**config.mk**
```make
export PLATFORM = sky130hd
export DESIGN_NAME = mcp4921_rx
export DESIGN_NICKNAME = d
export VERILOG_FILES = /design/src/rtl/mcp4921_rx.sv
export SDC_FILE = /design/constraint.sdc
export NUM_CORES = 1
export LEC_CHECK = 0
export CORE_AREA = 2 2 130 69
export CTS_CLUSTER_SIZE = 8
export DETAILED_ROUTE_END_ITERATION = 16
export DIE_AREA = 0 0 132 71
export PLACE_DENSITY = 0.68
export SLEW_MARGIN = 10
export SYNTH_ARGS = -nofsm -noshare
export SYNTH_HDL_FRONTEND = slang
export SYNTH_SLANG_ARGS = --single-unit
```
**constraint.sdc**
```tcl
create_clock -name clk -period 1.95 [get_ports clk]
set_clock_uncertainty 0.1 [all_clocks]
set_input_delay 0.39 -clock clk [delete_from_list [all_inputs] [get_ports clk]]
set_output_delay 0.39 -clock clk [all_outputs]
set_load 0.02 [all_outputs]
```
**src/rtl/mcp4921_rx.sv**
```systemverilog
// Receiving end of the MCP4921 DAC link: SPI slave that decodes 16-bit write
// commands, models the input/output register pair, and counts good/bad frames.
module mcp4921_rx #(
    parameter int DATA_WIDTH  = 8,
    parameter int SYNC_STAGES = 2
) (
    input  logic                  clk,
    input  logic                  nres,
    input  logic                  SCK,
    input  logic                  nCS,
    input  logic                  SDI,
    input  logic                  nLDAC,
    output logic                  frame_valid,
    output logic                  frame_err,
    output logic                  ldac_pulse,
    output logic [11:0]           dac_code,
    output logic                  dac_buf,
    output logic                  dac_gain1x,
    output logic                  dac_shdn_n,
    output logic [DATA_WIDTH-1:0] frame_cnt,
    output logic [DATA_WIDTH-1:0] err_cnt
);

    typedef enum logic [1:0] {
        WAIT_IDLE = 2'd0,
        IDLE      = 2'd1,
        SHIFT     = 2'd2,
        CHECK     = 2'd3
    } state_t;

    localparam int I_SCK  = 0;
    localparam int I_NCS  = 1;
    localparam int I_SDI  = 2;
    localparam int I_LDAC = 3;

    localparam logic [4:0]            BITS_MAX = 5'd17;
    localparam logic [4:0]            BITS_OK  = 5'd16;
    localparam logic [DATA_WIDTH-1:0] CNT_MAX  = '1;

    // Each chain: [SYNC_STAGES-1] is the synchronised level, [SYNC_STAGES]
    // is that level one clk later for edge detection.
    logic [3:0][SYNC_STAGES:0] sync_q;
    logic [3:0]                pins;

    logic sck_s, sck_p, ncs_s, ncs_p, sdi_p, ldac_s, ldac_p;
    logic sck_rise, ncs_rise, ldac_fall;

    state_t                state_q, state_d;
    logic [15:0]           shift_q, shift_d;
    logic [4:0]            bitcnt_q, bitcnt_d;
    logic [14:0]           in_q, in_d;
    logic [14:0]           out_q, out_d;
    logic                  auto_q, auto_d;
    logic                  fv_q, fv_d;
    logic                  fe_q, fe_d;
    logic                  lp_q, lp_d;
    logic [DATA_WIDTH-1:0] fcnt_q, fcnt_d;
    logic [DATA_WIDTH-1:0] ecnt_q, ecnt_d;
    logic                  check, good, xfer;

    assign pins = {nLDAC, SDI, nCS, SCK};

    always_ff @(posedge clk) begin
        if (!nres) begin
            sync_q <= '0;
        end else begin
            for (int i = 0; i < 4; i++) begin
                sync_q[i] <= {sync_q[i][SYNC_STAGES-1:0], pins[i]};
            end
        end
    end

    assign sck_s  = sync_q[I_SCK][SYNC_STAGES-1];
    assign sck_p  = sync_q[I_SCK][SYNC_STAGES];
    assign ncs_s  = sync_q[I_NCS][SYNC_STAGES-1];
    assign ncs_p  = sync_q[I_NCS][SYNC_STAGES];
    assign sdi_p  = sync_q[I_SDI][SYNC_STAGES];
    assign ldac_s = sync_q[I_LDAC][SYNC_STAGES-1];
    assign ldac_p = sync_q[I_LDAC][SYNC_STAGES];

    assign sck_rise  = sck_s & ~sck_p;
    assign ncs_rise  = ncs_s & ~ncs_p;
    assign ldac_fall = ~ldac_s & ldac_p;

    // Frame FSM. IDLE starts on the nCS low level rather than the fall edge,
    // so a fall that lands in the CHECK cycle is still picked up one clk later.
    always_comb begin
        state_d  = state_q;
        shift_d  = shift_q;
        bitcnt_d = bitcnt_q;
        check    = 1'b0;
        good     = 1'b0;
        case (state_q)
            WAIT_IDLE: begin
                if (ncs_s) state_d = IDLE;
            end
            IDLE: begin
                if (!ncs_s) begin
                    shift_d  = '0;
                    bitcnt_d = '0;
                    state_d  = SHIFT;
                end
            end
            SHIFT: begin
                if (sck_rise) begin
                    shift_d = {shift_q[14:0], sdi_p};
                    if (bitcnt_q != BITS_MAX) bitcnt_d = bitcnt_q + 5'd1;
                end
                if (ncs_rise) state_d = CHECK;
            end
            CHECK: begin
                check   = 1'b1;
                good    = (bitcnt_q == BITS_OK) && !shift_q[15];
                state_d = IDLE;
            end
            default: state_d = WAIT_IDLE;
        endcase
    end

    // A fall edge during a good CHECK is absorbed by the auto-transfer one clk
    // later, so the output register only ever receives the new word once.
    always_comb begin
        xfer   = auto_q | (ldac_fall & ~good);
        auto_d = good & ~ldac_s;
        in_d   = good ? shift_q[14:0] : in_q;
        out_d  = xfer ? in_q : out_q;
        fv_d   = good;
        fe_d   = check & ~good;
        lp_d   = xfer;
        fcnt_d = fcnt_q;
        ecnt_d = ecnt_q;
        if (good && fcnt_q != CNT_MAX) fcnt_d = fcnt_q + DATA_WIDTH'(1);
        if (check && !good && ecnt_q != CNT_MAX) ecnt_d = ecnt_q + DATA_WIDTH'(1);
    end

    always_ff @(posedge clk) begin
        if (!nres) begin
            state_q  <= WAIT_IDLE;
            shift_q  <= '0;
            bitcnt_q <= '0;
            in_q     <= '0;
            out_q    <= '0;
            auto_q   <= 1'b0;
            fv_q     <= 1'b0;
            fe_q     <= 1'b0;
            lp_q     <= 1'b0;
            fcnt_q   <= '0;
            ecnt_q   <= '0;
        end else begin
            state_q  <= state_d;
            shift_q  <= shift_d;
            bitcnt_q <= bitcnt_d;
            in_q     <= in_d;
            out_q    <= out_d;
            auto_q   <= auto_d;
            fv_q     <= fv_d;
            fe_q     <= fe_d;
            lp_q     <= lp_d;
            fcnt_q   <= fcnt_d;
            ecnt_q   <= ecnt_d;
        end
    end

    assign frame_valid = fv_q;
    assign frame_err   = fe_q;
    assign ldac_pulse  = lp_q;
    assign dac_buf     = out_q[14];
    assign dac_gain1x  = out_q[13];
    assign dac_shdn_n  = out_q[12];
    assign dac_code    = out_q[11:0];
    assign frame_cnt   = fcnt_q;
    assign err_cnt     = ecnt_q;

endmodule

```
-- After elaboration in Yosys (flattened, before gate mapping)
Cells that the tools add are included.
- bits in registers: 85
- bits of input ports: 6
- output and inout bits: 34
- word-level logic and storage cells: 65
- $add $sub $neg: 3
- equality and inequality tests: 12
- multiplexer cells: 13
- bitwise operators: 11
- reduce and logical (&&, ||, !) cells: 11
- operators by type and width (kind ; number):
    $mux W16 ; 2
    $pmux W16 S2 ; 1
    $add A8 B1 Y8 const B ; 2
    $ne A8 B8 Y1 const B ; 2
    $mux W5 ; 3
    $ne A2 B2 Y1 const B ; 5
    $pmux W5 S2 ; 1
    $pmux W2 S4 ; 1
    $and A1 B1 Y1 ; 6
    $mux W2 ; 3
    $reduce_and A3 Y1 ; 2
    $add A5 B1 Y5 const B ; 1
    $eq A5 B5 Y1 const B ; 1
    $ne A5 B5 Y1 const B ; 1
    $eq A2 B2 Y1 const B ; 2
    $logic_and A1 B1 Y1 ; 4
    $not A1 Y1 ; 4
    $reduce_and A4 Y1 ; 1
    $eq A2 B1 Y1 const B ; 1
    $logic_not A1 Y1 ; 2
    $logic_not A2 Y1 ; 1
    $mux W1 ; 2
    $reduce_bool A2 Y1 ; 1
    $or A1 B1 Y1 ; 1

-- Logic depth before layout (Yosys ltp)
- depth after elaboration: 6
- depth in mapped cells: 8
- depth with buffers taken out: 6

-- Worst setup path after synthesis
OpenSTA, ideal clock, no wires.
- path type: register -> register
- from: reg state_q[1]
- to: reg shift_q[5]
- arrival time: 1.720 ns
- data required time: 1.722 ns
- setup slack: 0.002 ns
- cell stages (with the launch flop): 8
- path buffers: 1
- clock period less this slack: 1.948 ns
- path through: dfxtp_1 -> inv_1 -> ha_1 -> and2_1 -> a211oi_4 -> buf_8 -> mux2i_1 -> nor2_1
- cells in the longest elaborated chain, start to end: 3
- elaborated cells on any way between the ends: 7
- ends and longest elaborated chain (element ; RTL line ; text):
    start: declaration ; 48 ; state_t state_q, state_d;
    start signal: assignment ; 150 ; state_q <= state_d;
    $eq A2 B2 Y1 or $eq A2 B1 Y1 (tied branches) ; 93 ; case (state_q)
    $ne A2 B2 Y1 (no source line) or $reduce_bool A2 Y1 (tied branches) ; - ;
    $reduce_and A3 Y1 (no source line) ; - ;
    end signal: assignment ; 151 ; shift_q <= shift_d;
    end: declaration ; 49 ; logic [15:0] shift_q, shift_d;
Several ways; a longest one is shown, not always the timed one.
A chain may end at the register's enable or synchronous reset.

-- Worst setup path after layout
- from: reg fcnt_q[3] (netlist: frame_cnt[3])
- to: out frame_cnt[3]
- RTL lines (element ; RTL line ; text):
    start: declaration ; 57 ; logic [DATA_WIDTH-1:0] fcnt_q, fcnt_d;
    start signal: assignment ; 159 ; fcnt_q <= fcnt_d;
    end: declaration ; 20 ; output logic [DATA_WIDTH-1:0] frame_cnt,
No word-level cell between the ends.

==> results.cfg <==
[status]
status = completed

[clock_network]
clkSinkCount = 85
h-tree-depth = 3
cts_tree = yes
clkTransAtPathRegs_ns = 0.06
ctsHoldBuffers = 0
cts_resized = 0
cts-buffers-inserted = 9
cts_root_buffer = clkbuf_16
cts_setup_buffers = 0
clock_latency_ns = 0.33
cts_buffer_depth = 2

[drt]
drtPass1Iterations = 4
vias = 2777
drc_errors = 0
drt_iter0_drc = 158
antenna_left = 0
totalWireLength_um = 7183
viasPerCell = 4.986
wire_per_inst_um = 12.90

[floorplan]
core_um2 = 8318
rows = 24
die_h_um = 71
dieArea_um2 = 9372
start_util_pct = 43.49
ios = 40
die_x_um = 132

[min_path]
holdCritPathClass = flop to flop
min-delay-start = ldac_s$_SDFF_PN0_
hold_depth = 1
min_to = auto_q$_SDFF_PN0_

[critical_path]
r2r_start = state_q[1]$_SDFFE_PN0P_
path_delay_family = buffers and inverters
cp_num_buf_inv = 1
path_class = flop to output port
path_cells = clkdlybuf4s50_1
timing.rr.end = shift_q[1]$_SDFFE_PN0P_
worstSetupStartpointType = flop
crit_slowest_cell = clkdlybuf4s50_1
rrSetupSlack_ns = 0.11
crit_arrival_ns = 1.40
worst_ep_required_time_ns = 1.46
crit_fanout = 6
rr_worst_depth = 7
end_kind = output port
critPathMaxStageDelay_ns = 0.64

[global_route]
grt_max_degree = 30
antenna_found_initial = 0
grt_overflow = 0
grt_pass1_wl_um = 12050
first_global_vias = 2527
track_usage_pct = 16.14

[timing]
holdWs_ns = 0.3153
finalCritPeriodShare_pct = 96.85
period_needed_ns = 1.889
max_freq_ghz = 0.5295
setup_tns_ns = 0
worst_slew_pin_slew_ns = 0.5706
rsz0062_at_grt = false
slew_headroom_pct = 61.56
slew_viol_final = 0
setup_viol = 0
hold_viol = 0

[power_and_ir_drop]
leakagePower_nw = 1.788
ir_drop_mv = 0.7491
powerDensity_nw_per_um2 = 1018
finalPower_w = 0.004641

[cells_and_area]
syn_to_final_growth_pct = 26.05
n_antenna_cell = 0
drive_above_1_share_pct = 11.14
final_util_pct = 54.81
multi_input_area_um2 = 1770
fin_nets = 452
n_fill_cell = 731
regArea_um2 = 1705

[logic_synthesis]
ys_seq_area_share_pct = 47.04
syn_avg_cell_area_um2 = 9.204
synthCells = 393
synth.distinct_cells = 50
synth.net_count = 409
netlist_area_um2 = 3617
yosysWarnings = 0
ys_ff_latch = 85

[run]
drv_cap = 0

[placed_design]
hpwl_um = 4951
gp_congestion = 0.8541
port_buffers = 39
## state kept, by name, indices dropped and copies added (netlist names), 2 cells and up
signal / cells
shift_q: 16
in_q: 15
out_q: 15
err_cnt: 8
frame_cnt: 8
bitcnt_q: 5
sync_q: 5
state_q: 2
## stage by stage
stage          cells  setup slack [ns]  cell area [um2]
4_1_cts          556          0.008474             4513
3_5_place_dp     541           0.02916             4179
2_1_floorplan    393          0.002221             3617
3_3_place_gp     541            0.1381             4179
5_1_grt          557         0.0004857             4559
6_report         557           0.06140             4559
## cells in the mapped netlist, drive strengths merged
cell | n | area [um2]
o22ai | 2 | 12.51
inv | 12 | 45.04
nand3 | 9 | 45.04
mux2i | 38 | 380.4
nor2b | 1 | 6.260
clkbuf | 15 | 56.30
nor3b | 1 | 18.77
nand2b | 5 | 31.28
or3b | 2 | 20.02
o31ai | 6 | 45.04
or4 | 5 | 37.54
o311ai | 3 | 26.28
o211a | 1 | 10.01
a2111oi | 1 | 15.01
o41ai | 3 | 26.28
nor4 | 1 | 6.260
and4b | 1 | 10.01
o21ai | 7 | 46.29
a21boi | 1 | 7.510
a211oi | 3 | 40.04
nor2 | 27 | 108.9
nand2 | 81 | 306.6
nor3 | 5 | 41.29
a21o | 1 | 7.510
nand3b | 2 | 15.01
and2 | 27 | 168.9
dfxtp | 85 | 1702
o21bai | 1 | 7.510
or3 | 1 | 7.510
a21oi | 25 | 125.1
a31oi | 2 | 27.53
buf | 5 | 53.80
nand4 | 1 | 6.260
o32ai | 1 | 8.760
ha | 10 | 125.1
mux2 | 1 | 11.26
and3b | 1 | 8.760
## power by group
| part | switching, W | internal [W] | total, W |
|---|---|---|---|
| Clock | 0.000649 | 0.00122 | 0.00187 |
| Combinational | 0.000496 | 0.000464 | 0.000960 |
| Sequential | 0.0000357 | 0.00178 | 0.00181 |
| Total | 0.00118 | 0.00346 | 0.00464 |
## layout by cell type (no fill, tap or decap), types with 4 or more instances in the layout
cell type / Yosys / final
clkbuf_16: 0 / 10
buf_12: 0 / 4
a21oi_1: 25 / 25
buf_4: 1 / 8
inv_1: 12 / 12
nor2_1: 26 / 26
clkdlybuf4s50_1: 0 / 35
o31ai_1: 6 / 6
ha_1: 10 / 10
nand2_1: 80 / 80
dfxtp_1: 85 / 82
nand2b_1: 5 / 5
mux2i_1: 38 / 36
o21ai_0: 5 / 5
or4_1: 5 / 5
nand3_1: 9 / 9
and2_1: 27 / 26
## area by class of cell
type                    instances  share of cell area (%)
clock inverters                 3                   1.482
multi-input cells             276                   38.83
clock buffers                  12                   5.845
inverters                      12                  0.9879
well taps                     117                   3.211
flip-flops and latches         85                   37.40
repair buffers                 52                   12.24
## kinds of logic (layout without fill, tap and decap cells)
group                      Yosys count  count (layout)  synth area share, %
and+or+nand+nor                    170             170                23.18
DFF                                 85              85                47.04
AOI/OAI and AO/OA                   57              57                11.21
muxes                               39              39                10.83
buffers and inverters               32              79                4.289
adders and majority gates           10              10                3.459
## worst reg2reg max path, stage by stage, from the launching register on
cell and delay (ns):
dfxtp_2 0.36, inv_1 0.09, ha_1 0.25, and2_4 0.21, a211oi_4 0.26, clkbuf_16 0.23, mux2i_1 0.19, nor2_1 0.05
## how the worst max path moves through the flow
stage                                    startpoint                        to  slack (ns)  depth (start not counted)
after floorplan             state_q[1]$_SDFFE_PN0P_   shift_q[5]$_SDFFE_PN0P_       0.002                          7
after global placement      state_q[1]$_SDFFE_PN0P_  shift_q[12]$_SDFFE_PN0P_        0.14                          7
after detailed placement    state_q[1]$_SDFFE_PN0P_   shift_q[2]$_SDFFE_PN0P_        0.03                          7
after CTS                   state_q[1]$_SDFFE_PN0P_   shift_q[2]$_SDFFE_PN0P_       0.008                          7
after global routing      frame_cnt[3]$_SDFFE_PN0P_              frame_cnt[3]      0.0005                          1
final                     frame_cnt[3]$_SDFFE_PN0P_              frame_cnt[3]        0.06                          1
## per-layer routing
layer / vias up / GRT usage [%] / wire length, um
li1: 1414 / - / -
met1: 1299 / 22.59 / 3818
met2: 56 / 23.03 / 2909
met3: 8 / 6.237 / 398
met4: 0 / 4.710 / 56
met5: - / 0 / 0
No activity file was read; power rests on OpenSTA's default activity.
